**config.mk**
```make
export PLATFORM = sky130hd
export DESIGN_NAME = gcd_lcm_post
export DESIGN_NICKNAME = d
export VERILOG_FILES = /design/src/rtl/gcd_lcm_post.sv
export SDC_FILE = /design/constraint.sdc
export NUM_CORES = 1
export LEC_CHECK = 0
export CAP_MARGIN = 5
export CORE_MARGIN = 4
export CORE_UTILIZATION = 52
export CTS_BUF_LIST = sky130_fd_sc_hd__clkbuf_4 sky130_fd_sc_hd__clkbuf_8 sky130_fd_sc_hd__clkbuf_16
export DETAILED_ROUTE_END_ITERATION = 8
export GPL_TIMING_DRIVEN = 0
export PLACE_DENSITY = 0.84
export SLEW_MARGIN = 20
export SYNTH_ARGS = -nofsm -noshare
export SYNTH_HDL_FRONTEND = slang
export SYNTH_SLANG_ARGS = --single-unit
```
**constraint.sdc**
```tcl
create_clock -name clk -period 4.9 [get_ports clk]
set_input_delay 1.47 -clock clk [delete_from_list [all_inputs] [get_ports clk]]
set_output_delay 1.47 -clock clk [all_outputs]
set_load 0.1 [all_outputs]
```
**src/rtl/gcd_lcm_post.sv**
```systemverilog
// gcd_lcm_post: lcm = (a / g) * b using a restoring divider then shift-add multiplier.
// Optional build macro GCD_LCM_REM_CHECK_EN flags err when g does not divide a.
module gcd_lcm_post #(
  parameter int WIDTH = 32
) (
  input  logic             clk,
  input  logic             reset,
  input  logic             in_valid,
  output logic             in_ready,
  input  logic [WIDTH-1:0] a,
  input  logic [WIDTH-1:0] b,
  input  logic [WIDTH-1:0] g,
  output logic [WIDTH-1:0] lcm,
  output logic             out_valid,
  output logic             ovf,
  output logic             err
);

  localparam logic [1:0] IDLE = 2'd0;
  localparam logic [1:0] DIV  = 2'd1;
  localparam logic [1:0] MUL  = 2'd2;
  localparam logic [1:0] DONE = 2'd3;

  localparam int CW = $clog2(WIDTH) + 1;
  localparam logic [CW-1:0] LAST = CW'(WIDTH - 1);

  logic [1:0]         state;
  logic [CW-1:0]      cnt;
  logic [WIDTH-1:0]   b_r;
  logic [WIDTH-1:0]   g_r;
  logic [WIDTH-1:0]   quo;
  logic [WIDTH:0]     rem;
  logic [2*WIDTH-1:0] prod;

  logic [WIDTH+1:0]   diff;
  logic               ge;
  logic [WIDTH:0]     rem_nx;
  logic [WIDTH-1:0]   quo_nx;
  logic [WIDTH:0]     sum;
  logic [2*WIDTH-1:0] prod_nx;

  assign in_ready = (state == IDLE);

  // One restoring-divide step and one shift-add multiply step
  always_comb begin
    diff    = {rem, quo[WIDTH-1]} - {2'b00, g_r};
    ge      = ~diff[WIDTH+1];
    rem_nx  = ge ? diff[WIDTH:0] : {rem[WIDTH-1:0], quo[WIDTH-1]};
    quo_nx  = {quo[WIDTH-2:0], ge};
    sum     = {1'b0, prod[2*WIDTH-1:WIDTH]}
            + {1'b0, (prod[0] ? b_r : {WIDTH{1'b0}})};
    prod_nx = {sum, prod[WIDTH-1:1]};
  end

  // Control FSM and datapath registers
  always_ff @(posedge clk) begin
    if (reset) begin
      state     <= IDLE;
      cnt       <= '0;
      b_r       <= '0;
      g_r       <= '0;
      quo       <= '0;
      rem       <= '0;
      prod      <= '0;
      lcm       <= '0;
      ovf       <= 1'b0;
      err       <= 1'b0;
      out_valid <= 1'b0;
    end else begin
      out_valid <= 1'b0;
      unique case (state)
        IDLE: begin
          if (in_valid) begin
            b_r  <= b;
            g_r  <= g;
            quo  <= a;
            rem  <= '0;
            prod <= '0;
            cnt  <= '0;
            if (g == '0) begin
              lcm   <= '0;
              ovf   <= 1'b0;
              err   <= 1'b1;
              state <= DONE;
            end else begin
              state <= DIV;
            end
          end
        end
        DIV: begin
          rem <= rem_nx;
          quo <= quo_nx;
          cnt <= cnt + 1'b1;
          if (cnt == LAST) begin
            cnt  <= '0;
            prod <= {{WIDTH{1'b0}}, quo_nx};
`ifdef GCD_LCM_REM_CHECK_EN
            if (rem_nx != '0) begin
              lcm   <= '0;
              ovf   <= 1'b0;
              err   <= 1'b1;
              state <= DONE;
            end else begin
              state <= MUL;
            end
`else
            state <= MUL;
`endif
          end
        end
        MUL: begin
          prod <= prod_nx;
          cnt  <= cnt + 1'b1;
          if (cnt == LAST) begin
            cnt   <= '0;
            lcm   <= prod_nx[WIDTH-1:0];
            ovf   <= |prod_nx[2*WIDTH-1:WIDTH];
            err   <= 1'b0;
            state <= DONE;
          end
        end
        DONE: begin
          out_valid <= 1'b1;
          state     <= IDLE;
        end
        default: state <= IDLE;
      endcase
    end
  end

endmodule

```
==> out/qor.yml <==
vias_per_cell: 5.697
power_mw: 10.41
synth_fa_ha_area_share_pct: 7.221
critPathCaptureType: "flop"
path_class: "reg -> reg"
critPathTopFamily: "simple AND/OR/NAND/NOR gates"
synth-seq-area-share_pct: 37.76
slowest_stage: "or4b_1"
vias: 12260
synth_top_family_by_area: "simple AND/OR/NAND/NOR gates"
drc: 0
skew_ns: 0.01670
worstPathRequired_ns: 5.32
cts_made_buffers: 26
drive_gt1_share_pct: 4.528
status: "completed"
die_w_um: 163.1
max_freq_mhz: 207.0
cts-root-buf: "clkbuf_16"
ys_types: 63
synthArstFlopShare_pct: 0
worst_slew_pin_slew_ns: 1.065
first_iter_violations: 908
final_nets: 1984
synthMuxAreaShare_pct: 1.770
finalCritPeriodShare_pct: 98.58
synthFlopType: "dfxtp_1"
synth_compound_area_share_pct: 21.20
syn_area_mm2: 0.01251
hold_class: "reg -> reg"
grt_pass1_wl_um: 56390
grt_pass1_vias: 11680
dieArea_mm2: 0.02660
die_y_um: 163.1
yosys.area_share.simple_pct: 23.77
area_growth_pct: 22.92
synthCells: 1647
routed_wl_um: 34930
synth_top_area_cell: "dfxtp_1"
ant_nets: 0
finalHoldViolCount: 0
cts.sinks: 236
grtUsageTotal_pct: 25.16
timing.final.ws_setup_ns: 0.06968
drtPass1Iterations: 7
finalSetupViolCount: 0
max_slew_margin_pct: 28.76
io_pins: 135
crit_top_cell: "or4_4"
critical-path-max-stage-delay_ns: 0.52
slew_violations: 0
p_leak_nw: 6.210
grt-ovfl-total: 0
postSynthAreaPerCell_um2: 7.596
n_antenna_cell: 0
max_cap_viol_count: 0
whs_ns: 0.4529
synth-edff-count: 0
cts_tree: "yes"
vdd_drop_max_mv: 0.5052
path_buf_inv: 1
start_util_pct: 53.14
power_density_mw_per_mm2: 676.7
path_cells: "buf_6, and2_1, ha_4, fa_2, a211oi_4, o21a_1, or3_1, and4bb_1, or4b_4, or4_1, or4b_1, or4_4, or4_4, o41ai_2, nand2_1"
min_period_ns: 4.830
row_count: 56
synth_nets: 1817
tns_ns: 0
clkLatencyLatePin_ns: 0.54
wl_per_cell_um: 16.23
synth_xor_area_share_pct: 4.130
antenna_found_initial: 0
h-tree-depth: 1
core_area_mm2: 0.02354
cts.path.max_buffers: 3
post-place-ws_ns: -0.4758
ys_warn_count: 0
grt_max_degree: 15
fillCellCount: 1971
cp.arrival_ns: 5.25
clk_pin_slew_ns: 0.06
dp_hpwl_um: 25280
path_max_fanout: 10
globalplace.congestion: 0.9403
synth_top_area_share_pct: 37.76
port_buffers: 134
ys_seq_elements: 236
start_kind: "flop"
ys_top_cells_by_area: "dfxtp_1 (38%), nand2_1 (11%), a21oi_1 (7.7%)"
==> cells in the final DEF (no fill, tap or decap), drive strengths merged, types with 35 or more instances in the layout <==
master / instances
nand2: 366
a22oi: 35
dfxtp: 236
ha: 69
and2: 38
clkbuf: 120
inv: 45
xnor2: 36
o21ai: 62
nand3: 42
clkdlybuf4s50: 134
a21oi: 193
nor2: 170
==> flip-flops by register name, indices dropped and copies added (netlist names) <==
signal,cells
prod,64
rem,33
b_r,32
g_r,32
lcm,32
quo,32
cnt,6
state,2
err,1
out_valid,1
ovf,1
==> kinds of logic after synthesis <==
family                     Yosys count
AOI/OAI and AO/OA                  428
muxes                               22
DFF                                236
buffers and inverters              138
xor gates and xnor gates            59
adders and majority gates           71
and+or+nand+nor                    693
==> layer usage <==
metal  track usage [%]  vias up  part of all wire (%)
li1                  -     6035                     -
met1             33.98     5699                    44
met2             41.00      451                    45
met3             3.608       74                   6.6
met4             9.493        0                   3.6
met5                 0        -                     0
==> repair_timing <==
| item | CTS | global route |
|---|---|---|
| hold buffers | 0 | 0 |
| setup endpoints to repair | 1 | 1 |
| gates resized for setup | 14 | 20 |
| pin swaps | 5 | 12 |
| buffers inserted | 2 | 3 |
==> synth_stat cells (3+ instances only) <==
| library cell | instances |
|---|---|
| a211oi_1 | 6 |
| nor3_1 | 8 |
| nor4_1 | 9 |
| o211ai_1 | 4 |
| a31oi_1 | 8 |
| nand4_1 | 12 |
| nor2b_1 | 8 |
| a21oi_1 | 193 |
| ha_1 | 69 |
| a22oi_1 | 35 |
| dfxtp_1 | 236 |
| nand2b_1 | 8 |
| o21a_1 | 7 |
| nand3_1 | 42 |
| clkbuf_1 | 88 |
| nand2_1 | 366 |
| a31o_2 | 3 |
| a311oi_1 | 33 |
| and2_1 | 38 |
| o21ai_0 | 61 |
| o31ai_1 | 4 |
| inv_1 | 45 |
| and4_1 | 3 |
| o22ai_1 | 4 |
| o21bai_1 | 15 |
| or3_1 | 3 |
| and3_1 | 8 |
| xnor2_1 | 36 |
| xor2_1 | 23 |
| o31a_1 | 5 |
| or4_1 | 4 |
| mux2i_1 | 21 |
| buf_1 | 5 |
| nor2_1 | 170 |
| a21o_1 | 27 |
| nor3b_1 | 5 |
==> metrics by stage <==
stage	cells	cell area (µm²)	utilization, %
final	2152	15380	65.32
after global routing	2152	15380	65.32
after CTS	2149	15290	64.97
after detailed placement	2100	14250	60.53
after global placement	2100	14250	60.53
after floorplan	1647	12510	-
==> area by class of cell <==
class / instances / area (µm²) / share of cell area (%)
clock inverters: 13 / 254.0 / 1.652
inverters: 45 / 168.9 / 1.098
multi-input cells: 1273 / 7358 / 47.85
flip-flops and latches: 236 / 4728 / 30.75
repair buffers: 139 / 1379 / 8.966
well taps: 319 / 399.1 / 2.595
plain buffers: 93 / 361.6 / 2.351
clock buffers: 34 / 729.5 / 4.743
==> worst paths after layout <==
check / slack (ns) / startpoint / cells past startpoint / end
hold reg to reg: 0.45 / b_r[6] / 2 / b_r[6]
hold / removal: 0.45 / b_r[6] / 2 / b_r[6]
setup reg to reg: 0.07 / prod[0] / 15 / ovf
setup / recovery: 0.07 / prod[0] / 15 / ovf
==> power breakdown <==
part	total [mW]	internal [mW]	switching (mW)
registers	2.45	2.24	0.212
clock network	2.22	1.42	0.803
logic	5.74	2.22	3.52
==> worst reg2reg max path: cells and delay by family, from the launching register on <==
kind            cells  cell delay [ns]
buf+inv             1             0.14
fa+ha+maj           2             0.55
simple gates        9             2.90
compound gates      3             0.76
flops               1             0.37
Power figures use the tool's default switching activity.
==> RTL change: new RTL, same settings <==
The parameter `WIDTH` goes from 32 to 64.
--- a/src/rtl/gcd_lcm_post.sv
+++ b/src/rtl/gcd_lcm_post.sv
@@ -1,7 +1,7 @@
 // gcd_lcm_post: lcm = (a / g) * b using a restoring divider then shift-add multiplier.
 // Optional build macro GCD_LCM_REM_CHECK_EN flags err when g does not divide a.
 module gcd_lcm_post #(
-  parameter int WIDTH = 32
+  parameter int WIDTH = 64
 ) (
   input  logic             clk,
   input  logic             reset,
Ports: changed (resized a, b, g and lcm); port bits go from 135 to 263. No check against the original RTL was run, so the function may have changed too.
==> RTL change against the original RTL <==
  * The flow now finishes with violations (negative setup slack)
  * Die area grew 100%
  * Sequential cell count grew 225
  * Via count grew 110%
  * Register-to-register slack gained 0.11 ns
  * Final area grew 100%
  * Worst setup slack lost 0.072 ns
  * Combinational power grew 150%
  * Routed wire length grew 130%
  * Area after synthesis grew 110%
  * Power grew 120%
  * Hold slack lost 0.0043 ns
  * Critical path type is now input port to flop
  * Critical endpoint unchanged
  * Largest cell class unchanged
  * Highest routed layer is now met5
==> RTL change: results (changes against the original RTL) <==
metric,value,unit,change
worst skew pair latency,0.60,ns,was 0.54 ns
drt initial violations,2108,,was 908
TritonRoute pass-1 iters,8,,was 7
leakage power,0.0120,µW,was 0.00621 µW
DP Worst Slack,-1.02,ns,was -0.476 ns
Worst EP arrival,5.32,ns,was 5.25 ns
Synth Area in XOR/XNOR,0.0368,,was 0.0413
final setup fails,1,,was 0
CTS Buf Count,50,,was 26
Resized cells post-CTS,3,,was 14
first-pass GRT wire length,129,mm,was 56.4 mm
Largest regs,"prod x128, rem x65",,"was prod x64, rem x33"
layout cells sized above 1,0.0427,,was 0.0453
Post-Synth Adder-Cell Area,0.0650,,was 0.0722
WL/cell,18.8,µm,was 16.2 µm
Synth top cells by count,"487 x nand2_1, 461 x dfxtp_1, 341 x a21oi_1",,"was 366 x nand2_1, 236 x dfxtp_1, 193 x a21oi_1"
htree depth,2,,was 1
top post-synthesis cells by area,"dfxtp_1 35%, nand2_1 7.0%, a21oi_1 6.5%",,"was dfxtp_1 38%, nand2_1 11%, a21oi_1 7.7%"
sequential cell area fraction in the yosys report,0.352,,was 0.378
maximum fanout along the worst path,3,,was 10
hpwl dp,62.1,mm,was 25.3 mm
nets@finish,3969,,was 1984
FF-to-FF path depth,16,,was 15
Post-CTS Setup Bufs,0,,was 2
GRT Overall Usage,0.291,,was 0.252
"reg-to-reg slack, setup",0.18,ns,was 0.07 ns
Synth cell types,93,,was 63
status,"finished, violations left",,was completed
Clock Tree Buf Depth,3,,unchanged
failing checks,negative setup slack,,
VDD IR-drop max,0.570,mV,was 0.505 mV
Hold WS,0.449,ns,was 0.453 ns
vias in the first global route,24788,,was 11684
largest net degree at the start of global routing,14,,was 15
Logic power comb,14100,µW,was 5740 µW
Final WS setup,-0.00230,ns,was 0.0697 ns
gpl congestion,0.989,,was 0.940
hold_sp,b_r[63],,was b_r[6]
Slew headroom,0.195,,was 0.288
placed cells,4259,,was 2100
Hold Path End,b_r[63],,was b_r[6]
Synth Area in Compound Gates,0.254,,was 0.212
vias per cell,5.88,,was 5.70
Flop pwr share,0.214,,was 0.235
[RTL change: cell types whose count changed after synthesis, sizes merged, moves of 40 or more]
cell,change
a21oi,+156
inv,+59
a22o,+55
and2,+40
mux2i,+95
a211oi,+71
nand2,+122
o21ai,+97
dfxtp,+225
a22oi,+86
ha,+64
clkbuf,+116
nor2,+138
nand3,+50
[RTL change: per-stage QoR]
stage	setup TNS, ns	util	area, µm²	total power, µW
CTS	0	0.628	31400	22600
floorplan	0	-	26200	15500
global route	-0.130	0.628	31400	24300
detailed placement	-47.18	0.594	29700	18600
global placement	-72.50	0.594	29700	18500
finish	-0.00230	0.628	31400	22800
[RTL change: worst max-delay path by stage]
stage | start | to | cells past startpoint
6_report | g[6] | ovf | 12
5_1_grt | prod[0] | ovf | 16
4_1_cts | g[1] | ovf | 12
3_5_place_dp | g[6] | ovf | 12
3_3_place_gp | g[6] | ovf | 12
2_1_floorplan | g[0] | ovf | 11
[RTL change: critical path, cell delays in order]
cell and delay [ns]:
clkdlybuf4s50_1 0.45, nor4_2 0.59, nand4_1 0.28, nor4_4 0.61
a21oi_1 0.23, nor3_1 0.30, nand4b_1 0.15, a2111oi_2 0.26
nand4_1 0.20, a2111oi_2 0.37, and4bb_1 0.24, a41oi_1 0.15
[RTL change: metal layers]
layer	GRT usage	up-vias	routed length (µm)
met5	0	-	24
met4	0.113	4	3310
met2	0.471	915	36500
met3	0.0664	182	6450
met1	0.379	11971	35300
li1	-	12496	-
[RTL change: layout make-up]
type	count	area [µm²]	share of cell area
antenna	2	5.00	0.000159
timing repair buffer	263	2630	0.0838
tap	672	841	0.0268
buffer	236	970	0.0309
clock buffer	76	1530	0.0489
inverter	104	390	0.0124
clock inverter	10	139	0.00442
sequential	461	9230	0.294
multi-input combinational	2523	15700	0.499
